$ cat src/rtl/audio_frame_sched_if.sv
// audio_frame_sched_if: control, FIFO write and DAC-side bundle
// master = CPU/mixer side, slave = scheduler
interface audio_frame_sched_if #(
  parameter int FIFO_AW = 4
);
  logic               lrck;
  logic [1:0]         mode;
  logic [1:0]         fifo_vol;
  logic [15:0]        live_left;
  logic [15:0]        live_right;
  logic               fifo_wr;
  logic [31:0]        fifo_din;
  logic               flags_clr;
  logic               fifo_full;
  logic [FIFO_AW:0]   fifo_level;
  logic               underrun;
  logic               overflow;
  logic [15:0]        left;
  logic [15:0]        right;
  logic               frame_tick;

  modport master (
    output lrck, mode, fifo_vol,
    output live_left, live_right,
    output fifo_wr, fifo_din, flags_clr,
    input  fifo_full, fifo_level,
    input  underrun, overflow,
    input  left, right, frame_tick
  );

  modport slave (
    input  lrck, mode, fifo_vol,
    input  live_left, live_right,
    input  fifo_wr, fifo_din, flags_clr,
    output fifo_full, fifo_level,
    output underrun, overflow,
    output left, right, frame_tick
  );
endinterface

$ cat src/rtl/audio_frame_sched.sv
// audio_frame_sched: per-frame DAC sample scheduler
// FWFT stereo FIFO mixed with live audio, retimed from DAC lrck
module audio_frame_sched #(
  parameter int          FIFO_AW  = 4,
  parameter logic [15:0] MIDSCALE = 16'h8000
) (
  input logic                clk,
  input logic                reset,
  audio_frame_sched_if.slave bus
);

  localparam int DEPTH = 1 << FIFO_AW;
  localparam logic [FIFO_AW-1:0] PTR_ONE = 1;
  localparam logic [FIFO_AW:0]   CNT_ONE = 1;
  localparam logic [FIFO_AW:0]   CNT_FULL =
    {1'b1, {FIFO_AW{1'b0}}};

  typedef enum logic [1:0] {
    IDLE,
    FETCH,
    MIX,
    UPDATE
  } state_e;

  // offset-binary <-> two's complement is its own inverse
  function automatic logic [15:0] flip(
    input logic [15:0] x
  );
    return {~x[15], x[14:0]};
  endfunction

  function automatic logic [15:0] mix_ch(
    input logic [1:0]  m,
    input logic [1:0]  v,
    input logic [15:0] live_u,
    input logic [15:0] fifo_u
  );
    logic signed [15:0] sl;
    logic signed [15:0] sf;
    logic        [16:0] sum;
    logic        [15:0] r;
    sl  = $signed(flip(live_u));
    sf  = $signed(flip(fifo_u)) >>> v;
    sum = {sl[15], sl} + {sf[15], sf};
    r   = '0;
    unique case (1'b1)
      m == 2'd0: r = sl;
      m == 2'd1: r = sf;
      m == 2'd2: begin
        if (sum[16] != sum[15])
          r = sum[16] ? 16'h8000 : 16'h7fff;
        else
          r = sum[15:0];
      end
      m == 2'd3: r = '0;
      default:   r = '0;
    endcase
    return r;
  endfunction

  logic lr_s1_q, lr_s2_q, lr_prev_q;
  logic edge_w;

  state_e      state_q, state_d;
  logic [1:0]  mode_q, mode_d;
  logic [1:0]  vol_q, vol_d;
  logic [31:0] head_q, head_d;
  logic [31:0] live_q, live_d;
  logic [31:0] mix_q, mix_d;
  logic [31:0] out_q, out_d;
  logic        tick_q, tick_d;
  logic        under_q, under_d;
  logic        ovf_q, ovf_d;

  logic [31:0]        mem_q [DEPTH];
  logic [FIFO_AW-1:0] wr_ptr_q, wr_ptr_d;
  logic [FIFO_AW-1:0] rd_ptr_q, rd_ptr_d;
  logic [FIFO_AW:0]   count_q, count_d;
  logic               full_q, full_d;
  logic               empty_q, empty_d;

  logic        need_fifo;
  logic        pop;
  logic        under_set;
  logic        wr_acc;
  logic        ovf_set;
  logic [31:0] head_w;

  assign edge_w = lr_s2_q & ~lr_prev_q;

  assign need_fifo = (state_q == FETCH) &&
                     ((mode_q == 2'd1) ||
                      (mode_q == 2'd2));
  assign pop       = need_fifo & ~empty_q;
  assign under_set = need_fifo & empty_q;
  assign wr_acc    = bus.fifo_wr & ~full_q;
  assign ovf_set   = bus.fifo_wr & full_q;
  assign head_w    = mem_q[rd_ptr_q];

  always_comb begin
    state_d = state_q;
    mode_d  = mode_q;
    vol_d   = vol_q;
    head_d  = head_q;
    live_d  = live_q;
    mix_d   = mix_q;
    out_d   = out_q;
    tick_d  = 1'b0;
    unique case (state_q)
      IDLE: begin
        if (edge_w) begin
          state_d = FETCH;
          mode_d  = bus.mode;
          vol_d   = bus.fifo_vol;
        end
      end
      FETCH: begin
        state_d = MIX;
        head_d  = pop ? head_w
                      : {MIDSCALE, MIDSCALE};
        live_d  = {bus.live_left,
                   bus.live_right};
      end
      MIX: begin
        state_d = UPDATE;
        mix_d   = {
          mix_ch(mode_q, vol_q,
                 live_q[31:16], head_q[31:16]),
          mix_ch(mode_q, vol_q,
                 live_q[15:0], head_q[15:0])
        };
      end
      UPDATE: begin
        state_d = IDLE;
        out_d   = {flip(mix_q[31:16]),
                   flip(mix_q[15:0])};
        tick_d  = 1'b1;
      end
      default: state_d = IDLE;
    endcase
  end

  // clear beats a same-cycle set
  always_comb begin
    under_d = under_q | under_set;
    ovf_d   = ovf_q | ovf_set;
    if (bus.flags_clr) begin
      under_d = 1'b0;
      ovf_d   = 1'b0;
    end
  end

  always_comb begin
    wr_ptr_d = wr_ptr_q;
    rd_ptr_d = rd_ptr_q;
    count_d  = count_q;
    if (wr_acc)
      wr_ptr_d = wr_ptr_q + PTR_ONE;
    if (pop)
      rd_ptr_d = rd_ptr_q + PTR_ONE;
    if (wr_acc && !pop)
      count_d = count_q + CNT_ONE;
    else if (pop && !wr_acc)
      count_d = count_q - CNT_ONE;
    full_d  = (count_d == CNT_FULL);
    empty_d = (count_d == '0);
  end

  always_ff @(posedge clk) begin
    if (wr_acc)
      mem_q[wr_ptr_q] <= bus.fifo_din;
  end

  always_ff @(posedge clk) begin
    if (reset) begin
      lr_s1_q   <= 1'b0;
      lr_s2_q   <= 1'b0;
      lr_prev_q <= 1'b0;
      state_q   <= IDLE;
      mode_q    <= '0;
      vol_q     <= '0;
      head_q    <= {MIDSCALE, MIDSCALE};
      live_q    <= {MIDSCALE, MIDSCALE};
      mix_q     <= '0;
      out_q     <= {MIDSCALE, MIDSCALE};
      tick_q    <= 1'b0;
      under_q   <= 1'b0;
      ovf_q     <= 1'b0;
      wr_ptr_q  <= '0;
      rd_ptr_q  <= '0;
      count_q   <= '0;
      full_q    <= 1'b0;
      empty_q   <= 1'b1;
    end else begin
      lr_s1_q   <= bus.lrck;
      lr_s2_q   <= lr_s1_q;
      lr_prev_q <= lr_s2_q;
      state_q   <= state_d;
      mode_q    <= mode_d;
      vol_q     <= vol_d;
      head_q    <= head_d;
      live_q    <= live_d;
      mix_q     <= mix_d;
      out_q     <= out_d;
      tick_q    <= tick_d;
      under_q   <= under_d;
      ovf_q     <= ovf_d;
      wr_ptr_q  <= wr_ptr_d;
      rd_ptr_q  <= rd_ptr_d;
      count_q   <= count_d;
      full_q    <= full_d;
      empty_q   <= empty_d;
    end
  end

  assign bus.left       = out_q[31:16];
  assign bus.right      = out_q[15:0];
  assign bus.frame_tick = tick_q;
  assign bus.fifo_full  = full_q;
  assign bus.fifo_level = count_q;
  assign bus.underrun   = under_q;
  assign bus.overflow   = ovf_q;

endmodule

$ cat src/flat_wrapper.sv
// flat-port wrapper written by rule: the top's interface ports become plain ports
module audio_frame_sched_flat 
#(
  parameter int          FIFO_AW  = 4,
  parameter logic [15:0] MIDSCALE = 16'h8000
)
  (clk, reset, bus_lrck, bus_mode, bus_fifo_vol, bus_live_left, bus_live_right, bus_fifo_wr, bus_fifo_din, bus_flags_clr, bus_fifo_full, bus_fifo_level, bus_underrun, bus_overflow, bus_left, bus_right, bus_frame_tick);
  audio_frame_sched_if #(.FIFO_AW(FIFO_AW)) bus_i ();
  input logic clk;
  input logic reset;
  input wire logic [$bits(bus_i.lrck)-1:0] bus_lrck;
  input wire logic [$bits(bus_i.mode)-1:0] bus_mode;
  input wire logic [$bits(bus_i.fifo_vol)-1:0] bus_fifo_vol;
  input wire logic [$bits(bus_i.live_left)-1:0] bus_live_left;
  input wire logic [$bits(bus_i.live_right)-1:0] bus_live_right;
  input wire logic [$bits(bus_i.fifo_wr)-1:0] bus_fifo_wr;
  input wire logic [$bits(bus_i.fifo_din)-1:0] bus_fifo_din;
  input wire logic [$bits(bus_i.flags_clr)-1:0] bus_flags_clr;
  output wire logic [$bits(bus_i.fifo_full)-1:0] bus_fifo_full;
  output wire logic [$bits(bus_i.fifo_level)-1:0] bus_fifo_level;
  output wire logic [$bits(bus_i.underrun)-1:0] bus_underrun;
  output wire logic [$bits(bus_i.overflow)-1:0] bus_overflow;
  output wire logic [$bits(bus_i.left)-1:0] bus_left;
  output wire logic [$bits(bus_i.right)-1:0] bus_right;
  output wire logic [$bits(bus_i.frame_tick)-1:0] bus_frame_tick;
  assign bus_i.lrck = bus_lrck;
  assign bus_i.mode = bus_mode;
  assign bus_i.fifo_vol = bus_fifo_vol;
  assign bus_i.live_left = bus_live_left;
  assign bus_i.live_right = bus_live_right;
  assign bus_i.fifo_wr = bus_fifo_wr;
  assign bus_i.fifo_din = bus_fifo_din;
  assign bus_i.flags_clr = bus_flags_clr;
  assign bus_fifo_full = bus_i.fifo_full;
  assign bus_fifo_level = bus_i.fifo_level;
  assign bus_underrun = bus_i.underrun;
  assign bus_overflow = bus_i.overflow;
  assign bus_left = bus_i.left;
  assign bus_right = bus_i.right;
  assign bus_frame_tick = bus_i.frame_tick;
  audio_frame_sched #(.FIFO_AW(FIFO_AW), .MIDSCALE(MIDSCALE)) u_core (.clk(clk), .reset(reset), .bus(bus_i));
endmodule
$ cat config.mk
export PLATFORM = sky130hd
export DESIGN_NAME = audio_frame_sched_flat
export DESIGN_NICKNAME = d
export VERILOG_FILES = /design/src/rtl/audio_frame_sched_if.sv /design/src/rtl/audio_frame_sched.sv /design/src/flat_wrapper.sv
export SDC_FILE = /design/constraint.sdc
export NUM_CORES = 1
export LEC_CHECK = 0
export CELL_PAD_IN_SITES_DETAIL_PLACEMENT = 1
export CELL_PAD_IN_SITES_GLOBAL_PLACEMENT = 2
export CORE_ASPECT_RATIO = 0.9
export CORE_MARGIN = 5
export CORE_UTILIZATION = 49
export CTS_CLUSTER_SIZE = 25
export DETAILED_ROUTE_END_ITERATION = 8
export PLACE_DENSITY = 0.89
export REMOVE_ABC_BUFFERS = 1
export SETUP_SLACK_MARGIN = 0.3
export SLEW_MARGIN = 10
export SYNTH_ARGS = -nofsm -noshare
export SYNTH_HDL_FRONTEND = slang
export SYNTH_SLANG_ARGS = --single-unit
$ cat constraint.sdc
create_clock -name clk -period 9.1 [get_ports clk]
set_input_delay 1.365 -clock clk [delete_from_list [all_inputs] [get_ports clk]]
set_output_delay 1.365 -clock clk [all_outputs]
set_load 0.03 [all_outputs]
==> results_dict.tcl <==
set metrics [dict create \
    status "completed" \
    hold_viol_final 0 \
    clockBufferDepth 3 \
    slowest_delay_ns 0.94 \
    synth-edff-count 512 \
    cp-start-kind "flop" \
    wl_met2_mm 33.5 \
    combPwrFrac_pct 9.8 \
    wl_met3_mm 5.47 \
    fillers 5175 \
    final_area_um2 32200 \
    grt_pass1_wl_mm 106 \
    layout.nets 1954 \
    p_sw_share_pct 23.9 \
    maxCapViolCount 0 \
    post_cts_buffers 0 \
    internal-power_w 0.00514 \
    path_clk_slew_ns 0.06 \
    yosysTopAreaCell "edfxtp_1" \
    ys_async_sr_fraction_pct 0 \
    wl_per_cell_um 26.5 \
    syn-cell-area_um2 28200 \
    cts_tree "built" \
    grt_pass1_vias 16800 \
    cp.arrival_ns 4.74 \
    core_um2 57000 \
    path_buf_inv 0 \
    fmax_ghz 0.238 \
    grt_max_degree 72 \
    slew_headroom_pct 19.6 \
    start_util_pct 49.4 \
    yosys_warnings 0 \
    yosysUniqueCellTypes 67 \
    synth_top_area_share_pct 54.6 \
    fin_crit_ns 4.20 \
    synth-main-ff-cell "edfxtp_1" \
    gp_congestion 0.860 \
    antenna_found_initial 3 \
    power.density_nw_per_um2 210 \
    diodes 0 \
    maxSlewViolCount 0 \
    hp-class "flop to flop" \
    cts_htree_levels 3 \
    clkLatencyLatePin_ns 0.62 \
    fp.dieH_um 238 \
    via_count 16100 \
    p_clk_share_pct 39.2 \
    syn_to_final_growth_pct 14.2 \
    cts_resized 0 \
    drtIter0Drc 1513 \
    met1Wirelength_mm 29.8 \
    cp_top_family "compound AO/OA/AOI/OAI gates" \
    dr.pass1.iters 5 \
    rsz0062_at_grt "no" \
    grt_overflow 0 \
    clkSinkCount 671 \
    seqPwrFrac_pct 51.0 \
    p_sw_w 0.00161 \
    syn_area_per_cell_um2 16.3 \
    drive_gt1_share_pct 18.3 \
    multiInputGateArea_um2 9250 \
    worst_pin_slew_ns 1.21 \
    die_x_um 263 \
    hpwl_mm 45.3 \
    route.detailed.drc 0 \
    final.period_utilization_pct 46.2 \
    cp_cell_sequence "mux4_2, ha_1, fa_1, a211oi_1, o21a_1, a221o_1, a211oi_1, nor3_1, nor3_1, o221ai_1" \
    synth.yosys.seq_area_share_pct 65.9 \
    rows 83 \
    required_ns 9.63 \
    regArea_um2 18600 \
    port_buffers 113 \
    synth_area_leaders "edfxtp_1 55%, mux4_2 15%, dfxtp_1 11%" \
    power_leakage_nw 10.4 \
    numCtsBuffers 68 \
    vias_per_cell 6.08 \
    finClkSkew_ns 0.0311 \
    grt_use_total_pct 22.3 \
    totalWireLength_mm 70.1 \
    end_kind "flop" \
    ctsHoldBuffers 0 \
    cts-root-buf "clkbuf_16" \
    peakVddDrop_v 0.000139 \
    cp_slowest_cell "dfxtp_2" \
    syn_inst 1728 \
    dieArea_um2 62400 \
    synth_seq_cells 671 \
    finalSetupTns_ns 0 \
    drtAntennaViolNets 0 \
    cp_max_fo 32 \
    worstSetupPathType "flop to flop" \
    top_layer "met4" \
    setup_viol 0 \
    placed_area_um2 30100 \
    io_pins 114 \
]
synthesized netlist by cell type (all sizes together) (18+ instances only):
| master | n |
|---|---|
| clkbuf | 64 |
| buf | 31 |
| nor3 | 27 |
| edfxtp | 512 |
| nor2 | 135 |
| mux4 | 186 |
| inv | 22 |
| a22oi | 27 |
| nand2 | 94 |
| mux2i | 61 |
| dfxtp | 159 |
| o21ai | 38 |
| xnor2 | 18 |
| nor2b | 41 |
| ha | 47 |
| a21oi | 91 |
| a211oi | 22 |
state kept, by name, indices dropped and copies added, names as in the netlist, 2 cells and up, named ones only:
register and cells:
u_core.mem_q 512, u_core.live_q 32, u_core.state_q 2, u_core.mix_q 32
u_core.out_q 32, u_core.bus.fifo_level 5, u_core.mode_q 2, u_core.head_q 32
u_core.wr_ptr_q 4, u_core.vol_q 2, u_core.rd_ptr_q 4
cells by family (layout without fill, tap and decap cells):
family / Yosys count / count (layout) / synth area share, %
muxes: 248 / 248 / 17.1
xor gates and xnor gates: 35 / 35 / 1.09
adders and majority gates: 49 / 49 / 2.23
DFF: 671 / 671 / 65.9
AOI/OAI and AO/OA: 260 / 260 / 6.32
and+or+nand+nor: 348 / 348 / 5.69
buffers and inverters: 117 / 269 / 1.75
per-stage QoR:
step	total power, W	worst slack (ns)	instances	util, %	hold slack (ns)
3_5_place_dp	0.00417	4.88	2527	52.8	0.438
6_report	0.00675	4.90	2645	56.4	0.469
3_3_place_gp	0.00414	5.01	2527	52.8	0.455
5_1_grt	0.00701	4.54	2645	56.4	0.476
4_1_cts	0.00680	4.88	2645	56.4	0.466
2_1_floorplan	0.00392	2.39	1633	-	0.414
worst paths after layout:
path	start	endpoint	slack, ns	depth (start not counted)
setup / recovery	u_core.vol_q[0]	u_core.mix_q[9]	4.90	10
hold / removal	u_core.lr_s1_q	u_core.lr_s2_q	0.47	1
hold reg to reg	u_core.lr_s1_q	u_core.lr_s2_q	0.47	1
setup reg to reg	u_core.vol_q[0]	u_core.mix_q[9]	4.90	10
per-layer routing:
layer  GRT usage [%]  up-vias
met1            31.7     8371
met2            36.3      599
li1                -     7034
met3            4.81       89
met5               0        -
met4            4.42        0
layout make-up:
type | instances | share of cell area [%]
inverters | 22 | 0.257
clock buffers | 98 | 5.76
multi-input cells | 940 | 28.8
well taps | 765 | 2.97
repair buffers | 129 | 3.88
flip-flops and latches | 671 | 57.7
clock inverters | 20 | 0.669
cell usage in the layout (no fill, tap or decap), drive strengths merged, types with 4 or more instances in the layout:
master | synthesis | routed
o211ai | 6 | 6
o21a | 5 | 5
inv | 22 | 23
and2 | 8 | 8
ha | 47 | 47
buf | 31 | 17
nand4 | 6 | 6
clkbuf | 64 | 98
mux4 | 186 | 186
nor2b | 41 | 41
a22oi | 27 | 27
nor2 | 135 | 135
dfxtp | 159 | 159
nand2b | 5 | 5
a21o | 15 | 15
mux2i | 61 | 61
xnor2 | 18 | 18
and3 | 4 | 4
a211oi | 22 | 22
edfxtp | 512 | 512
nor4 | 4 | 4
clkdlybuf4s50 | 0 | 112
clkinv | 0 | 16
a21oi | 91 | 91
nand2 | 94 | 94
nor3 | 27 | 27
a21boi | 6 | 6
nand3 | 13 | 13
a222oi | 7 | 7
xor2 | 17 | 17
o221ai | 14 | 14
a31oi | 6 | 6
o21ai | 38 | 38
power groups by stage:
stage	clock [W]	sequential, W	combinational (W)
2_1_floorplan	0	0.00348	0.000436
3_3_place_gp	0	0.00350	0.000638
3_5_place_dp	0	0.00350	0.000662
4_1_cts	0.00269	0.00344	0.000665
5_1_grt	0.00284	0.00345	0.000726
6_report	0.00265	0.00344	0.000662
No activity file was read; power rests on OpenSTA's default activity.
